--- config.mk ---
export PLATFORM = sky130hd
export DESIGN_NAME = clock_period_meter_flat
export DESIGN_NICKNAME = d
export VERILOG_FILES = /design/src/rtl/clock_period_meter_if.sv /design/src/rtl/clock_period_meter.sv /design/src/flat_wrapper.sv
export SDC_FILE = /design/constraint.sdc
export NUM_CORES = 1
export LEC_CHECK = 0
export CAP_MARGIN = 20
export CORE_AREA = 5 5 88 110
export CTS_CLUSTER_DIAMETER = 100
export CTS_CLUSTER_SIZE = 28
export DETAILED_ROUTE_END_ITERATION = 10
export DIE_AREA = 0 0 93 115
export PLACE_DENSITY = 0.69
export SYNTH_ARGS = -nofsm -noshare
export SYNTH_HDL_FRONTEND = slang
export SYNTH_SLANG_ARGS = --single-unit
--- constraint.sdc ---
create_clock -name clk_in -period 4.1 [get_ports clk_in]
set_input_delay 0.82 -clock clk_in [delete_from_list [all_inputs] [get_ports clk_in]]
set_output_delay 0.82 -clock clk_in [all_outputs]
set_load 0.02 [all_outputs]
--- src/rtl/clock_period_meter_if.sv ---
// clock_period_meter_if: signal/status bundle between a slow-clock source and the period meter
//   sig_in        slow clock under measurement (driven by master)
//   period_out    last rising-to-rising period, clk_in cycles
//   high_time_out last rising-to-falling high time, clk_in cycles
//   period_valid  one-cycle pulse on period_out update
//   locked        frequency lock status
//   lost          sticky loss-of-signal flag
interface clock_period_meter_if #(parameter int CNT_WIDTH = 16);
  logic sig_in;
  logic [CNT_WIDTH-1:0] period_out;
  logic [CNT_WIDTH-1:0] high_time_out;
  logic period_valid;
  logic locked;
  logic lost;
  modport master (output sig_in, input period_out, high_time_out, period_valid, locked, lost);
  modport slave (input sig_in, output period_out, high_time_out, period_valid, locked, lost);
endinterface

--- src/rtl/clock_period_meter.sv ---
// clock_period_meter: measures period/high time of an async slow clock in clk_in cycles, with lock and loss status
//   clk_in  system clock
//   reset   asynchronous active-high reset, clears all state
//   bus     slave side of clock_period_meter_if (sig_in in; period_out, high_time_out, period_valid, locked, lost out)
module clock_period_meter #(
  parameter int EXPECTED_PERIOD = 28000,
  parameter int TOLERANCE = 64,
  parameter int LOCK_COUNT = 4,
  parameter int TIMEOUT = 56000,
  parameter int CNT_WIDTH = 16
) (
  input logic clk_in,
  input logic reset,
  clock_period_meter_if.slave bus
);
  typedef enum logic [1:0] {IDLE, ACQUIRE, TRACK, LOCKED} state_t;
  localparam logic [CNT_WIDTH-1:0] CMAX = '1;
  localparam logic [CNT_WIDTH-1:0] TO_LAST = CNT_WIDTH'(TIMEOUT - 1);
  localparam logic [3:0] LC = 4'(LOCK_COUNT);
  localparam logic signed [CNT_WIDTH+1:0] EXP = (CNT_WIDTH+2)'(EXPECTED_PERIOD);
  localparam logic signed [CNT_WIDTH+1:0] TOL = (CNT_WIDTH+2)'(TOLERANCE);
  localparam logic signed [CNT_WIDTH+1:0] NTOL = (CNT_WIDTH+2)'(-TOLERANCE);
  state_t state, state_n;
  logic s1, s2, s3, rise, fall, timeout, capture, in_tol, seen, valid, lost;
  logic [3:0] lock_cnt, lock_cnt_n;
  logic [CNT_WIDTH-1:0] pcnt, hcnt, pcnt_inc, hcnt_inc, period, high_time;
  logic signed [CNT_WIDTH+1:0] diff;
  assign rise = s2 & ~s3;
  assign fall = ~s2 & s3;
  assign pcnt_inc = pcnt == CMAX ? pcnt : pcnt + 1'b1;
  assign hcnt_inc = hcnt == CMAX ? hcnt : hcnt + 1'b1;
  // pcnt_inc is the period ending on this rise; compare it before it is registered
  assign diff = $signed({2'b00, pcnt_inc}) - EXP;
  assign in_tol = diff <= TOL && diff >= NTOL;
  // a rise landing in the timeout cycle restarts the period instead of declaring loss
  assign timeout = state != IDLE && !rise && pcnt == TO_LAST;
  always_comb begin
    state_n = state;
    lock_cnt_n = lock_cnt;
    capture = 1'b0;
    if (timeout) begin
      state_n = IDLE;
      lock_cnt_n = '0;
    end else if (rise && state == IDLE) begin
      state_n = ACQUIRE;
    end else if (rise) begin
      capture = 1'b1;
      if (state == ACQUIRE) begin
        state_n = TRACK;
        lock_cnt_n = in_tol ? 4'd1 : 4'd0;
      end else if (!in_tol) begin
        state_n = TRACK;
        lock_cnt_n = '0;
      end else if (state == TRACK) begin
        lock_cnt_n = lock_cnt + 1'b1;
        state_n = lock_cnt + 1'b1 == LC ? LOCKED : TRACK;
      end
    end
  end
  always_ff @(posedge clk_in or posedge reset)
    if (reset) begin
      {s1, s2, s3} <= '0;
      pcnt <= '0;
      hcnt <= '0;
      state <= IDLE;
      lock_cnt <= '0;
      seen <= 1'b0;
      lost <= 1'b0;
      valid <= 1'b0;
      period <= '0;
      high_time <= '0;
    end else begin
      s1 <= bus.sig_in;
      s2 <= s1;
      s3 <= s2;
      pcnt <= rise ? '0 : pcnt_inc;
      hcnt <= rise ? '0 : s2 ? hcnt_inc : hcnt;
      state <= state_n;
      lock_cnt <= lock_cnt_n;
      seen <= rise | (seen & ~timeout);
      lost <= timeout | (lost & ~rise);
      valid <= capture;
      if (capture) period <= pcnt_inc;
      // a fall without a preceding rise has no valid start reference
      if (fall && seen) high_time <= hcnt_inc;
    end
  assign bus.period_out = period;
  assign bus.high_time_out = high_time;
  assign bus.period_valid = valid;
  assign bus.locked = state == LOCKED;
  assign bus.lost = lost;
endmodule

--- src/flat_wrapper.sv ---
// flat-port wrapper written by rule: the top's interface ports become plain ports
module clock_period_meter_flat 
#(
  parameter int EXPECTED_PERIOD = 28000,
  parameter int TOLERANCE = 64,
  parameter int LOCK_COUNT = 4,
  parameter int TIMEOUT = 56000,
  parameter int CNT_WIDTH = 16
)
  (clk_in, reset, bus_sig_in, bus_period_out, bus_high_time_out, bus_period_valid, bus_locked, bus_lost);
  clock_period_meter_if #(.CNT_WIDTH(CNT_WIDTH)) bus_i ();
  input logic clk_in;
  input logic reset;
  input wire logic [$bits(bus_i.sig_in)-1:0] bus_sig_in;
  output wire logic [$bits(bus_i.period_out)-1:0] bus_period_out;
  output wire logic [$bits(bus_i.high_time_out)-1:0] bus_high_time_out;
  output wire logic [$bits(bus_i.period_valid)-1:0] bus_period_valid;
  output wire logic [$bits(bus_i.locked)-1:0] bus_locked;
  output wire logic [$bits(bus_i.lost)-1:0] bus_lost;
  assign bus_i.sig_in = bus_sig_in;
  assign bus_period_out = bus_i.period_out;
  assign bus_high_time_out = bus_i.high_time_out;
  assign bus_period_valid = bus_i.period_valid;
  assign bus_locked = bus_i.locked;
  assign bus_lost = bus_i.lost;
  clock_period_meter #(.EXPECTED_PERIOD(EXPECTED_PERIOD), .TOLERANCE(TOLERANCE), .LOCK_COUNT(LOCK_COUNT), .TIMEOUT(TIMEOUT), .CNT_WIDTH(CNT_WIDTH)) u_core (.clk_in(clk_in), .reset(reset), .bus(bus_i));
endmodule
---- Word level (Yosys, flattened, before mapping) ----
Cells that the tools add are included.
W data, S select, Z words.
storage, ports and cells
  bits in registers ....................... 76
  input port bits ......................... 3
  logic and storage cells ................. 73
cells by class
  add/subtract/negate cells ............... 4
  magnitude comparators ................... 2
  equality and inequality tests ........... 10
  multiplexer cells ....................... 22
  bitwise logic cells ..................... 10
  reduce and logical (&&, ||, !) cells .... 13
operators by type and width
  kind                      count
  $mux W16                  5
  $eq A16 B16 Y1 const B    3
  $add A16 B1 Y16 const B   2
  $mux W4                   6
  $ge A18 B7 Y1 const B     1
  $le A18 B8 Y1 const B     1
  $sub A16 B15 Y17 const B  1
  $mux W2                   6
  $reduce_bool A2 Y1        3
  $logic_and A1 B1 Y1       5
  $mux W1                   5
  $ne A5 B4 Y1 const B      1
  $add A4 B1 Y4 const B     1
  $and A1 B1 Y1             4
  $eq A2 B2 Y1 const B      2
  $eq A4 B3 Y1 const B      1
  $ne A4 B3 Y1 const B      1
  $not A1 Y1                4
  $reduce_and A3 Y1         1
  $reduce_bool A3 Y1        1
  $eq A2 B1 Y1 const B      1
  $logic_not A2 Y1          1
  $ne A2 B1 Y1 const B      1
  $or A1 B1 Y1              2
  other kinds (2)           2

---- Depth between registers and ports, before layout ----
  depth in word-level cells ............... 10
  mapped depth ............................ 17
  mapped depth without buffers ............ 16

---- Worst setup path before layout ----
OpenSTA, ideal clock, no wires.
  kind .................................... flip-flop to flip-flop
  start point ............................. register u_core.pcnt[1]
  end point ............................... register u_core.state[0]
  library setup time ...................... 0.120 ns
  data arrival time ....................... 3.619 ns
  path slack .............................. 0.361 ns
  stages on the path, launching flop included .. 18
  buffers on the path ..................... 1
  period minus slack after synthesis ...... 3.739 ns
  cells stage by stage .................... dfrtp_1 > ha_1 > nand4_4 > or4_4 > clkbuf_1 > nand2_1 > xor2_1 > inv_1 > ha_1 > nor4_1 > a21oi_1 > a211oi_1 > o31ai_1 > xnor2_1 > nand3_1 > o2bb2ai_2 > a21o_1 > nor2_1
between the ends
  cells in the longest elaborated chain, start to end .. 10
RTL lines
  item                                               RTL line                  source
  start: declaration                                 clock_period_meter.sv:26  logic [CNT_WIDTH-1:0] pcnt, hcnt, pcnt_inc, hcnt_inc, period, high_time;
  start signal: assignment                           clock_period_meter.sv:76  pcnt <= rise ? '0 : pcnt_inc;
  $add A16 B1 Y16 or $eq A16 B16 Y1 (tied branches)  clock_period_meter.sv:30  assign pcnt_inc = pcnt == CMAX ? pcnt : pcnt + 1'b1;
  $mux W16 (*)                                       clock_period_meter.sv:30
  net u_core.pcnt_inc[5]                             clock_period_meter.sv:26
  $sub A16 B15 Y17 (*)                               clock_period_meter.sv:33  assign diff = $signed({2'b00, pcnt_inc}) - EXP;
  $le A18 B8 Y1 or $ge A18 B7 Y1 (tied branches)     clock_period_meter.sv:34  assign in_tol = diff <= TOL && diff >= NTOL;
  $logic_and A1 B1 Y1 (*)                            clock_period_meter.sv:34
  $mux W2                                            clock_period_meter.sv:51  end else if (!in_tol) begin
  $mux W2                                            clock_period_meter.sv:48  if (state == ACQUIRE) begin
  $mux W2                                            clock_period_meter.sv:46  end else if (rise) begin
  $mux W2                                            clock_period_meter.sv:44  end else if (rise && state == IDLE) begin
  $mux W2                                            clock_period_meter.sv:41  if (timeout) begin
  end signal: assignment                             clock_period_meter.sv:78  state <= state_n;
  end: declaration                                   clock_period_meter.sv:23  state_t state, state_n;
Mark *: on every way through the listed nets, which the timed path passes. The rest lies on a longest branch. The select of a mux whose other input is x is not followed.
A chain may end at the register's enable or synchronous reset.

---- Worst setup path after layout ----
Same ends and word-level chain as after synthesis.

==> results <==
- The max-slew violation total from the final report is 0.
- The synthesized area per cell is 8.82 um2.
- The met2 global-route usage is 0.322.
- The clock latency at the later pin of the worst-skew pair is 0.36 ns.
- Counting the fill cells in the layout gives 784.
- The global-route wire length before repair is 16400 um.
- The total overflow left after global routing is 0.
- After legalization and detailed placement, the total HPWL measured 6720 um.
- The worst hold-check path type is register to register.
- The flow ran to the end, and the final reports show no timing, DRC or antenna violations.
- Setup repair after global routing left no endpoint under its margin.
- After detailed placement, the total cell area comes to 4620 um2.
- The setup path with the least slack is of type register to register.
- The leakage dissipation is 0.00211 uW.
- Setup violations remaining at the end of the flow were counted as 0.
- The number of failing hold endpoints at the final stage is 0.
- The mapped netlist covers 4120 um2.
- From left edge to right edge, the die measures 93 um.
- In this run the remaining antenna-violating nets after routing total 0.
- Dividing total power by cell area gives a power density of 340 nW/um2.
- By area the synthesized netlist is led by sky130_fd_sc_hd__dfrtp_1 (46%), sky130_fd_sc_hd__nand2_1 (7.5%), sky130_fd_sc_hd__o21ai_0 (6.0%).
- Along the worst path, the maximum fanout reaches 7.
- The endpoint identified for the worst register-to-register timing path is u_core.state[0]$_DFFE_PP0P_.
- The detailed router placed 3562 vias in this run.
- Synthesis produced a netlist with a net count of 477.
- The most critical setup path has its startpoint at u_core.pcnt[1]$_DFF_PP0_.
- Of the available clock period, the critical path in the final layout requires 0.937.
- Across the whole layout, storage elements account for 1900 um2.
- At the end of routability-driven placement, the weighted congestion stood at 0.909.
- In the final design database the tool counted 519 nets.
- After synthesis, the share of flip-flops with an asynchronous set or reset is 1.00.
- After the flow finishes, the layout carries non-filler instances totaling 613.
- The cell total after placement is 595.
- After detailed routing, the average wire length per cell comes to 15.6 um.
- In this run the count of I/O pins placed on the die edge is 38.
- Derived from the worst setup path, the maximum achievable clock frequency is 260 MHz.
- The number of stages on the worst hold path is 0.
- The sequential fraction of the synthesis area is 0.462.
- For met1 alone, demand over resource in global routing was 0.233.
- The number of cell instances on the worst register-to-register path is 16.
- The worst reg2reg path startpoint is u_core.pcnt[1]$_DFF_PP0_.
- The final hold slack is 0.351 ns.
- The library cell used as clock root buffer is sky130_fd_sc_hd__clkbuf_8.
- In the final timing run, aggregate negative setup slack is 0 ns.
- The clock sink count is 76.
- The gate count of the mapped netlist is 467.
- The iteration count of the initial detailed-routing pass is 5.
- Relative to the synthesized area, the layout overhead comes to 18.1%.
- The initial utilization of the core area, before any placement, comes to 0.481.
- The count of flip-flops with a built-in enable after synthesis is 0.
- Of all cell types, the one taking the most synthesized area is sky130_fd_sc_hd__dfrtp_1.
- In this run, the number of DRC markers left after iteration 0 of detailed routing was 184.
- The CTS H-tree depth is 3.
- At the pin with the least slew margin, the transition time is 0.864 ns.
- The type of origin of the critical path is a register.
- The met3 layer usage reported by global route is 0.0360.
- The share of synthesized area in the top cell type comes to 0.462.
- The total wire length after detailed routing is 9560 um.
- The antenna diode instance count is 0.
- After layout, the minimum clock period comes to 3.84 ns.
- The max-cap violation count is 0.
- The predominant post-synthesis flop cell is sky130_fd_sc_hd__dfrtp_1.
- Clock-pin slew was measured on the worst setup and hold paths at 0.07 ns.
- Summing all multi-input logic gate instances after layout gives 2110 um2.
- Measured along the y axis, the die boundary spans 115 um.
- Setup slack on the worst reg-to-reg path comes out at 0.26 ns.
- The floorplan die area is 10700 um2.
- The number of antenna violations at the first check in global routing is 0.
- The number of global-route vias before repair is 3551.
- Counting flops and latches in the post-synthesis netlist gives 76.
- Clock tree synthesis inserted a total of 9 buffers.
- STA classifies the critical path endpoint as a register.
- The per-cell via count in the routed design is 5.81.
- The hold-fix buffer count after cts is 0.
- The capturing element of the worst setup path is u_core.state[0]$_DFFE_PP0P_.
- The total area inside the core boundary comes to 8560 um2.
- With fillers left out, the area of the finished cells amounts to 4870 um2.
- For this run, design rule violations remaining after detail routing come to 0.
- The total of warnings raised by yosys is 0.
- The pin count of the biggest net entering global routing is 44.
- The required time of the worst setup path is 4.34 ns.
- The number of distinct standard cells referenced by the synthesized netlist is 52.
- The ratio of cells with drive above 1 in the final layout is 0.0819.
- The maximum VDD drop is 260 uV.
- In this run the most used layer during global routing was met2.
- The worst-case headroom to the max-slew limit is 0.423.
- The largest buffer count on any clock path is 2.
- Across every metal layer, demand over resource in global routing totals 0.191.
- The CTS tree is done.
- For the final database, setup skew stands at 0.00963 ns.
- The site row count is 38.
- The number of buffers added on ports is 37.
- Data on the critical path arrives at its endpoint at 4.08 ns.
-- area by class of cell --
class / count / share of cell area
multi-input combinational: 354 / 0.433
sequential: 76 / 0.391
timing repair buffer: 51 / 0.0993
clock buffer: 13 / 0.0306
tap: 100 / 0.0257
inverter: 17 / 0.0131
clock inverter: 2 / 0.00720
-- where the power goes --
part           switching, uW  internal (uW)
registers               54.6            794
logic                    138            107
clock network            266            295
-- per-stage QoR --
step | power (uW) | worst slack [ns] | utilization
5_1_grt | 1740 | 0.0362 | 0.569
4_1_cts | 1650 | 0.119 | 0.561
3_5_place_dp | 1090 | 0.142 | 0.540
2_1_floorplan | 997 | 0.361 | -
6_report | 1650 | 0.256 | 0.569
3_3_place_gp | 1080 | 0.271 | 0.540
-- how the worst min path moves through the flow --
| stage | slack [ns] | startpoint | to |
|---|---|---|---|
| floorplan | 0.33 | u_core.s1$_DFF_PP0_ | u_core.s2$_DFF_PP0_ |
| CTS | 0.35 | u_core.s1$_DFF_PP0_ | u_core.s2$_DFF_PP0_ |
| global route | 0.36 | u_core.s1$_DFF_PP0_ | u_core.s2$_DFF_PP0_ |
| detailed placement | 0.34 | u_core.s1$_DFF_PP0_ | u_core.s2$_DFF_PP0_ |
| finish | 0.35 | u_core.s1$_DFF_PP0_ | u_core.s2$_DFF_PP0_ |
| global placement | 0.33 | u_core.s1$_DFF_PP0_ | u_core.s2$_DFF_PP0_ |
-- timing repair --
action                     CTS  global route
resized for setup            0             5
setup endpoints to repair    0             6
buffers inserted             0             2
-- cells in the mapped netlist, drive strengths merged, types with 11 or more instances --
master / instances
a21oi: 11
clkbuf: 18
dfrtp: 76
inv: 17
nand2: 82
nand3: 16
nand4: 14
nor2: 43
nor3: 12
o21ai: 51
xor2: 12
-- logic make-up (layout without fill, tap and decap cells) --
group / after synthesis / after routing / synth area share
simple gates: 206 / 206 / 0.240
compound gates: 107 / 107 / 0.166
flops: 76 / 76 / 0.462
buf+inv: 37 / 83 / 0.0343
xor+xnor: 22 / 22 / 0.0468
mux: 12 / 12 / 0.0298
fa+ha+maj: 7 / 7 / 0.0213
-- per-layer routing --
metal  part of all wire  wire (um)
met1               0.44       4160
met2               0.50       4820
met3              0.035        338
met4              0.025        238
met5                  0          0
-- cells in the final DEF (no fill, tap or decap), drive strengths merged, types with 12 or more instances in the layout --
cell type      count
buf               14
inv               17
dfrtp             76
nor3              12
nand4             14
nor2              43
nand3             16
clkdlybuf4s50     37
o21ai             51
clkbuf            13
xor2              12
nand2             82
-- worst max-delay path: stages (launching register included) --
cell and delay, ns:
sky130_fd_sc_hd__dfrtp_2 0.42, sky130_fd_sc_hd__ha_4 0.19, sky130_fd_sc_hd__nand4_4 0.15, sky130_fd_sc_hd__or4_4 0.57, sky130_fd_sc_hd__nand2_1 0.08, sky130_fd_sc_hd__xor2_1 0.21
sky130_fd_sc_hd__inv_1 0.07, sky130_fd_sc_hd__ha_1 0.25, sky130_fd_sc_hd__nor4_1 0.28, sky130_fd_sc_hd__a21oi_1 0.17, sky130_fd_sc_hd__a211oi_1 0.30, sky130_fd_sc_hd__o31ai_1 0.12
sky130_fd_sc_hd__xnor2_1 0.28, sky130_fd_sc_hd__nand3_1 0.18, sky130_fd_sc_hd__o2bb2ai_4 0.27, sky130_fd_sc_hd__a21o_1 0.14, sky130_fd_sc_hd__nor2_1 0.03
-- sequential cells by signal, summed over array words and instances (netlist names) --
signal,cells
u_core.lock_cnt,4
u_core.pcnt,16
u_core.s2,1
u_core.bus.period_valid,1
u_core.hcnt,16
u_core.bus.lost,1
u_core.s1,1
u_core.bus.period_out,16
u_core.state,2
u_core.bus.high_time_out,16
u_core.seen,1
u_core.s3,1
Power figures use the tool's default switching activity.
